### src/rtl/bus_share_pkg.sv
// Shared definitions for the two-port bus share arbiter: FSM encoding and defaults.
package bus_share_pkg;

  typedef enum logic [1:0] {
    ST_IDLE = 2'd0,
    ST_OWN0 = 2'd1,
    ST_OWN1 = 2'd2
  } state_t;

  localparam int unsigned DEFAULT_DATA_WIDTH = 32;
  localparam int unsigned DEFAULT_MAX_HOLD   = 16;

  // Ownership state for a port index (0 -> OWN0, 1 -> OWN1).
  function automatic state_t own_state(input logic port);
    return port ? ST_OWN1 : ST_OWN0;
  endfunction

endpackage

### src/rtl/bus_share_arbiter_mux.sv
// Two-input selector: Control=1 passes OneInput, otherwise ZeroInput.
module bus_share_arbiter_mux #(
  parameter int unsigned DATA_WIDTH = 32
) (
  input  logic                  Control,
  input  logic [DATA_WIDTH-1:0] ZeroInput,
  input  logic [DATA_WIDTH-1:0] OneInput,
  output logic [DATA_WIDTH-1:0] DataOutput
);

  always_comb begin
    DataOutput = Control ? OneInput : ZeroInput;
  end

endmodule

### src/rtl/bus_share_arbiter.sv
// Round-robin arbiter sharing one data path between fetch (port 0) and load/store (port 1),
// holding grants across multi-cycle transfers with a hold-time limit against starvation.
module bus_share_arbiter
  import bus_share_pkg::*;
#(
  parameter int unsigned DATA_WIDTH = DEFAULT_DATA_WIDTH,
  parameter int unsigned MAX_HOLD   = DEFAULT_MAX_HOLD,
  parameter int unsigned HOLD_W     = $clog2(MAX_HOLD)
) (
  input  logic                  CLK,
  input  logic                  Reset,
  input  logic                  Req0,
  input  logic                  Req1,
  input  logic [DATA_WIDTH-1:0] Data0,
  input  logic [DATA_WIDTH-1:0] Data1,
  input  logic                  Done,
  output logic                  Gnt0,
  output logic                  Gnt1,
  output logic                  Sel,
  output logic [DATA_WIDTH-1:0] BusData,
  output logic                  BusValid
);

  localparam logic [HOLD_W-1:0] HOLD_LAST = HOLD_W'(MAX_HOLD - 1);

  state_t            r_state;
  state_t            w_state_next;
  logic [HOLD_W-1:0] r_hold;
  logic [HOLD_W-1:0] w_hold_next;
  logic              r_last_owner;
  logic              w_last_next;
  logic              r_sel;
  logic              w_sel_next;

  logic              w_cur;
  logic              w_mine;
  logic              w_other;
  logic              w_release;
  logic              w_enter;
  logic              w_port;

  always_ff @(posedge CLK or posedge Reset) begin
    if (Reset) begin
      r_state      <= ST_IDLE;
      r_hold       <= '0;
      r_last_owner <= 1'b1;
      r_sel        <= 1'b0;
    end else begin
      r_state      <= w_state_next;
      r_hold       <= w_hold_next;
      r_last_owner <= w_last_next;
      r_sel        <= w_sel_next;
    end
  end

  // Every grant (fresh, handover or restart) funnels through w_enter so the
  // hold counter, LastOwner and Sel are updated in exactly one place.
  always_comb begin
    w_state_next = r_state;
    w_hold_next  = '0;
    w_last_next  = r_last_owner;
    w_sel_next   = r_sel;
    w_enter      = 1'b0;
    w_port       = 1'b0;
    w_cur        = (r_state == ST_OWN1);
    w_mine       = w_cur ? Req1 : Req0;
    w_other      = w_cur ? Req0 : Req1;
    w_release    = Done | ~w_mine | ((r_hold == HOLD_LAST) & w_other);

    case (r_state)
      ST_IDLE: begin
        if (Req0 | Req1) begin
          w_enter = 1'b1;
          w_port  = (Req0 & Req1) ? ~r_last_owner : Req1;
        end
      end
      ST_OWN0, ST_OWN1: begin
        if (w_release) begin
          if (w_other) begin
            w_enter = 1'b1;
            w_port  = ~w_cur;
          end else if (w_mine) begin
            w_enter = 1'b1;
            w_port  = w_cur;
          end else begin
            w_state_next = ST_IDLE;
          end
        end else if (r_hold != HOLD_LAST) begin
          w_hold_next = r_hold + HOLD_W'(1);
        end else begin
          w_hold_next = r_hold;
        end
      end
      default: begin
        w_state_next = ST_IDLE;
      end
    endcase

    if (w_enter) begin
      w_state_next = own_state(w_port);
      w_hold_next  = '0;
      w_last_next  = w_port;
      w_sel_next   = w_port;
    end
  end

  always_comb begin
    Gnt0     = (r_state == ST_OWN0);
    Gnt1     = (r_state == ST_OWN1);
    BusValid = (r_state == ST_OWN0) | (r_state == ST_OWN1);
    Sel      = r_sel;
  end

  bus_share_arbiter_mux #(
    .DATA_WIDTH(DATA_WIDTH)
  ) u_sel (
    .Control    (Sel),
    .ZeroInput  (Data0),
    .OneInput   (Data1),
    .DataOutput (BusData)
  );

endmodule

### config.mk
export PLATFORM = sky130hd
export DESIGN_NAME = bus_share_arbiter
export DESIGN_NICKNAME = d
export VERILOG_FILES = /design/src/rtl/bus_share_pkg.sv /design/src/rtl/bus_share_arbiter_mux.sv /design/src/rtl/bus_share_arbiter.sv
export SDC_FILE = /design/constraint.sdc
export NUM_CORES = 1
export LEC_CHECK = 0
export CAP_MARGIN = 40
export CORE_UTILIZATION = 51
export CTS_BUF_LIST = sky130_fd_sc_hd__clkbuf_8
export DETAILED_ROUTE_END_ITERATION = 12
export DONT_BUFFER_PORTS = 1
export PLACE_DENSITY = 0.66
export SLEW_MARGIN = 20
export SYNTH_ARGS = -nofsm -noshare
export SYNTH_HDL_FRONTEND = slang
export SYNTH_SLANG_ARGS = --single-unit
### constraint.sdc
create_clock -name CLK -period 3.4 [get_ports CLK]
set_input_delay 0.85 -clock CLK [delete_from_list [all_inputs] [get_ports CLK]]
set_output_delay 0.85 -clock CLK [all_outputs]
set_load 0.03 [all_outputs]
Word-level counts from Yosys, hierarchy flattened
Index checks and enable logic that the tools add are counted.
{ "word_totals": {"ff_bits": 8, "in_bits": 69, "out_inout_bits": 36, "wordCells": 50} }
{ "op_classes": {"addsub": 1, "n_eq_ne": 9, "muxes": 24, "bitwise_logic": 9, "reduce_logical": 3} }
{ "ops": {"columns": ["cell", "count"], "rows": [
  ["two-way mux 32 bit", 1],
  ["two-way mux 4 bit", 4],
  ["two-way mux 1 bit", 11],
  ["two-way mux 2 bit", 5],
  ["!= test 3 bit, second input constant", 3],
  ["!= test 4 bit, second input constant", 2],
  ["adder 4 x 1 -> 4 bit, second input constant", 1],
  ["equality test 4 bit, second input constant", 1],
  ["OR 1 bit", 4],
  ["case mux 1 bit (2 select lines)", 2],
  ["case mux 2 bit (2 select lines)", 1],
  ["AND reduction 4 bit", 1],
  ["NOT 1 bit", 3],
  ["bitwise AND 1 bit", 2],
  ["equality test 2 x 1 -> 1 bit, second input constant", 1],
  ["equality test 2 bit, second input constant", 1],
  ["zero test 2 bit", 1],
  ["!= test 2 bit, second input constant", 1],
  ["OR reduction 2 bit", 1]
]} }

Logic depth before layout (Yosys ltp)
{ "logic_depth": {"ltp_word": 9, "ltp_mapped": 7, "mapped_depth_nobuf": 7} }

By module
Synthesis repeated with hierarchy kept, for this count alone.
{ "hier_totals": {"cells_unflattened": 96, "hier_area_um2": 1119.8} }
{ "modules_own_cells": {"columns": ["module", "instances", "cells_per_inst", "area_each_um2", "seq_area_each_um2"], "rows": [
  ["bus_share_arbiter", 1, 60, 575.6, 201.4],
  ["bus_share_arbiter_mux", 1, 36, 544.3, 0.0]
]} }

Least setup slack after synthesis
Ideal clock, no wire load.
{ "synth_timing": {"path_kind": "register to output", "start": "reg r_sel, in the netlist Sel", "end": "out BusData[10]", "arrival_time_ps": 1543, "required_ps": 2550, "setup_slack_ps": 1007, "stages_incl_launch_ff": 4, "path_buffers": 2, "path_cell_list": "dfrtp_1 -> clkbuf_1 -> clkbuf_1 -> mux2_2"} }
{ "synth_between": {"elab_chain_len": 1} }
{ "synth_rtl": {"columns": ["element", "line_no", "text"], "rows": [
  ["start, declared", "bus_share_arbiter.sv:32", "logic r_sel;"],
  ["start signal, assigned", "bus_share_arbiter.sv:52", "r_sel <= w_sel_next;"],
  ["two-way mux 32 bit", "bus_share_arbiter_mux.sv:12", "DataOutput = Control ? OneInput : ZeroInput;"],
  ["end, declared", "bus_share_arbiter.sv:20", "output logic [DATA_WIDTH-1:0] BusData,"]
]} }
No other way between the ends.

Final worst setup path
{ "layout_timing": {"start": "reg r_sel, in the netlist Sel", "end": "out BusData[22]"} }
Same word-level chain as after synthesis.

==> results.tsv <==
stage	metric	value	unit
cts	htreeDepth	1	
cts	clockBufferDepth	2	
detailed_routing	final_antenna_net_count	0	
setup_path	r2r-end	r_state[0]	
floorplan	boundaryPins	105	
detailed_routing	drt_iter0_drc	8	
cts	tritoncts	built	
setup_path	critical_path.startpoint	Sel	
cts	cts_setup_buffers	0	
detailed_routing	postRouteWirelength	2400	um
setup_path	worstRegToRegCells	7	
floorplan	start_util	55.3	%
setup_path	endpoint	BusData[22]	
global_routing	grt_start_max_net_pins	22	
sta	finalSetupViolations	0	
finish	final_cell_mix	mux2_2, nor2_1, dfrtp_1	
power_and_ir_drop	p_leak	0.414	nW
finish	fillers	161	
finish	final_cells	125	
power_and_ir_drop	powerDensity	904	nW/um^2
yosys	synth_area_leaders	mux2_2, dfrtp_1, ha_1, nor2_1, mux2i_1	
placed_design	dp.cells	121	
setup_path	critical_path_required	2.55	ns
sta	relSlewSlack	66.8	%
hold_path	min_path_type	in -> async	
floorplan	die_h	45.5	um
detailed_routing	wire_per_inst	19.2	um
yosys	netlist.area_leader.share	37.4	%
yosys	synth_top_area_cell	mux2_2	
yosys	syn_nets	174	
finish	insertedDiodeCount	0	
floorplan	coreArea	1750	um^2
setup_path	r2r_slack	1.21	ns
floorplan	dieArea	2070	um^2
placed_design	port_buffers	0	
finish	layout_commonest_cell	mux2_2	
setup_path	crit_type	reg -> out	
yosys	postSynthAreaPerCell	9.74	um^2
cts	root_buffer	clkbuf_8	
placed_design	gp_congestion	0.797	
yosys	ys_ff_latch	8	
cts	holdBufCountCts	0	
flow_run	maxCapViolCount	0	
yosys	yosys.cell_types.count	31	
cts	numCtsBuffers	3	
global_routing	grt_pass1_wl	3060	um
sta	worst_slew_pin_slew	0.498	ns
yosys	netlist_area	965	um^2
sta	finalHoldViolations	0	
global_routing	grt_pass1_vias	643	
global_routing	antenna_found_initial	0	
sta	period_needed	2.60	ns
power_and_ir_drop	vdd_drop_max	0.000421	V
setup_path	start_kind	flip-flop	
placed_design	dp_hpwl	2050	um
cts	cts_resized	0	
setup_path	end_kind	primary output	
global_routing	grt_use_met2	46.0	%
global_routing	grt_usage	22.6	%
sta	tns	0	ns
detailed_routing	vias	768	
setup_path	worst-endpoint-arrival	1.75	ns
sta	finClkSkew	0.00237	ns
finish	synthToLayoutAreaGrowth	7.13	%
setup_path	crit_fanout	21	
sta	rsz0062_at_grt	false	
global_routing	use_met3	3.97	%
finish	layout.nets	176	
detailed_routing	drc	0	
cts	path_clk_slew	0.04	ns
global_routing	met1_usage	20.0	%
detailed_routing	dr.pass1.iters	5	
floorplan	dieWidth	45.5	um
setup_path	reg2reg_from	r_state[0]	
yosys	synthCells	99	
detailed_routing	viasPerCell	6.14	
cts	clock_sinks	8	
sta	maxSlewViolCount	0	
sta	fmax	384	MHz
cts	clk-insertion-delay-late	0.23	ns
floorplan	rows	15	
global_routing	top_usage_layer	met2	
yosys	synth_seq_area_share	20.9	%
yosys	yosys_warnings	0	
global_routing	grt-ovfl-total	0	
power_and_ir_drop	total_power	0.934	mW
finish	drive_above_1_share	41.0	%
run_status	outcome	complete, no violations	
sta	fin_crit_sh	76.6	%
[where the power goes]
part           internal, mW  switching, mW  total [mW]
Combinational         0.232          0.426       0.658
Sequential            0.123         0.0375       0.160
Clock                0.0782         0.0376       0.116
Total                 0.433          0.501       0.934
[synthesized netlist by cell type]
cell	number
or2b_2	1
a221oi_1	1
a32oi_1	1
nand2_1	3
o21bai_1	1
or2b_1	1
o21ai_0	3
nor2b_2	1
a21o_2	1
nor2_1	9
a31oi_1	1
mux2i_1	3
nor3b_1	1
dfrtp_1	7
nand3b_1	1
o22ai_1	1
and2_1	2
mux2_2	32
or3_1	1
o221ai_4	1
or3b_1	2
clkbuf_1	4
nor3_1	3
a21oi_1	2
ha_1	6
dfstp_2	1
xnor2_1	1
nand3_1	3
inv_1	3
a21o_1	1
nor2b_1	1
[stage by stage]
stage / hold WS (ns) / utilization [%] / setup WS [ns] / area [um^2]
finish: 0.455 / 59.2 / 0.796 / 1030
global route: 0.475 / 59.2 / 0.720 / 1030
CTS: 0.462 / 59.2 / 0.805 / 1030
detailed placement: 0.526 / 56.6 / 1.05 / 988
global placement: 0.519 / 56.6 / 1.10 / 988
floorplan: 0.501 / - / 1.01 / 965
[sequential cells by signal (all words and copies together) (netlist names)]
register      cells
r_state           2
r_hold            4
Sel               1
r_last_owner      1
[worst max-delay path, stage by stage (launching register included)]
cell,delay [ns]
dfrtp_1,0.64
buf_4,0.41
mux2_2,0.47
[final cells by class]
class | count | area (um^2) | area share [%]
Clock inverter | 1 | 3.75 | 0.363
Multi-Input combinational cell | 84 | 737 | 71.3
Sequential cell | 8 | 201 | 19.5
Clock buffer | 3 | 41.3 | 4.00
Inverter | 3 | 11.3 | 1.09
Tap cell | 25 | 31.3 | 3.03
Timing Repair Buffer | 1 | 7.51 | 0.726
[metal layers]
layer,up-vias,wire length [um]
met5,-,0
met4,0,26
met3,2,143
met2,46,1450
met1,358,774
li1,362,-
[cells by family after synthesis]
kind of cell	synth area share, %
muxes	40.5
and+or+nand+nor	16.3
AOI/OAI and AO/OA	10.9
DFF	20.9
buffers and inverters	2.72
adders and majority gates	7.78
xor gates and xnor gates	0.908
[worst min-delay path by stage]
stage | cells after the start | slack, ns | end
after detailed placement | 1 | 0.53 | r_last_owner
after floorplan | 1 | 0.50 | r_last_owner
after CTS | 1 | 0.46 | r_hold[3]
after global placement | 1 | 0.52 | r_last_owner
final | 1 | 0.46 | r_hold[3]
after global routing | 1 | 0.48 | r_hold[3]
Note: power is estimated with default switching activity, not from simulation.
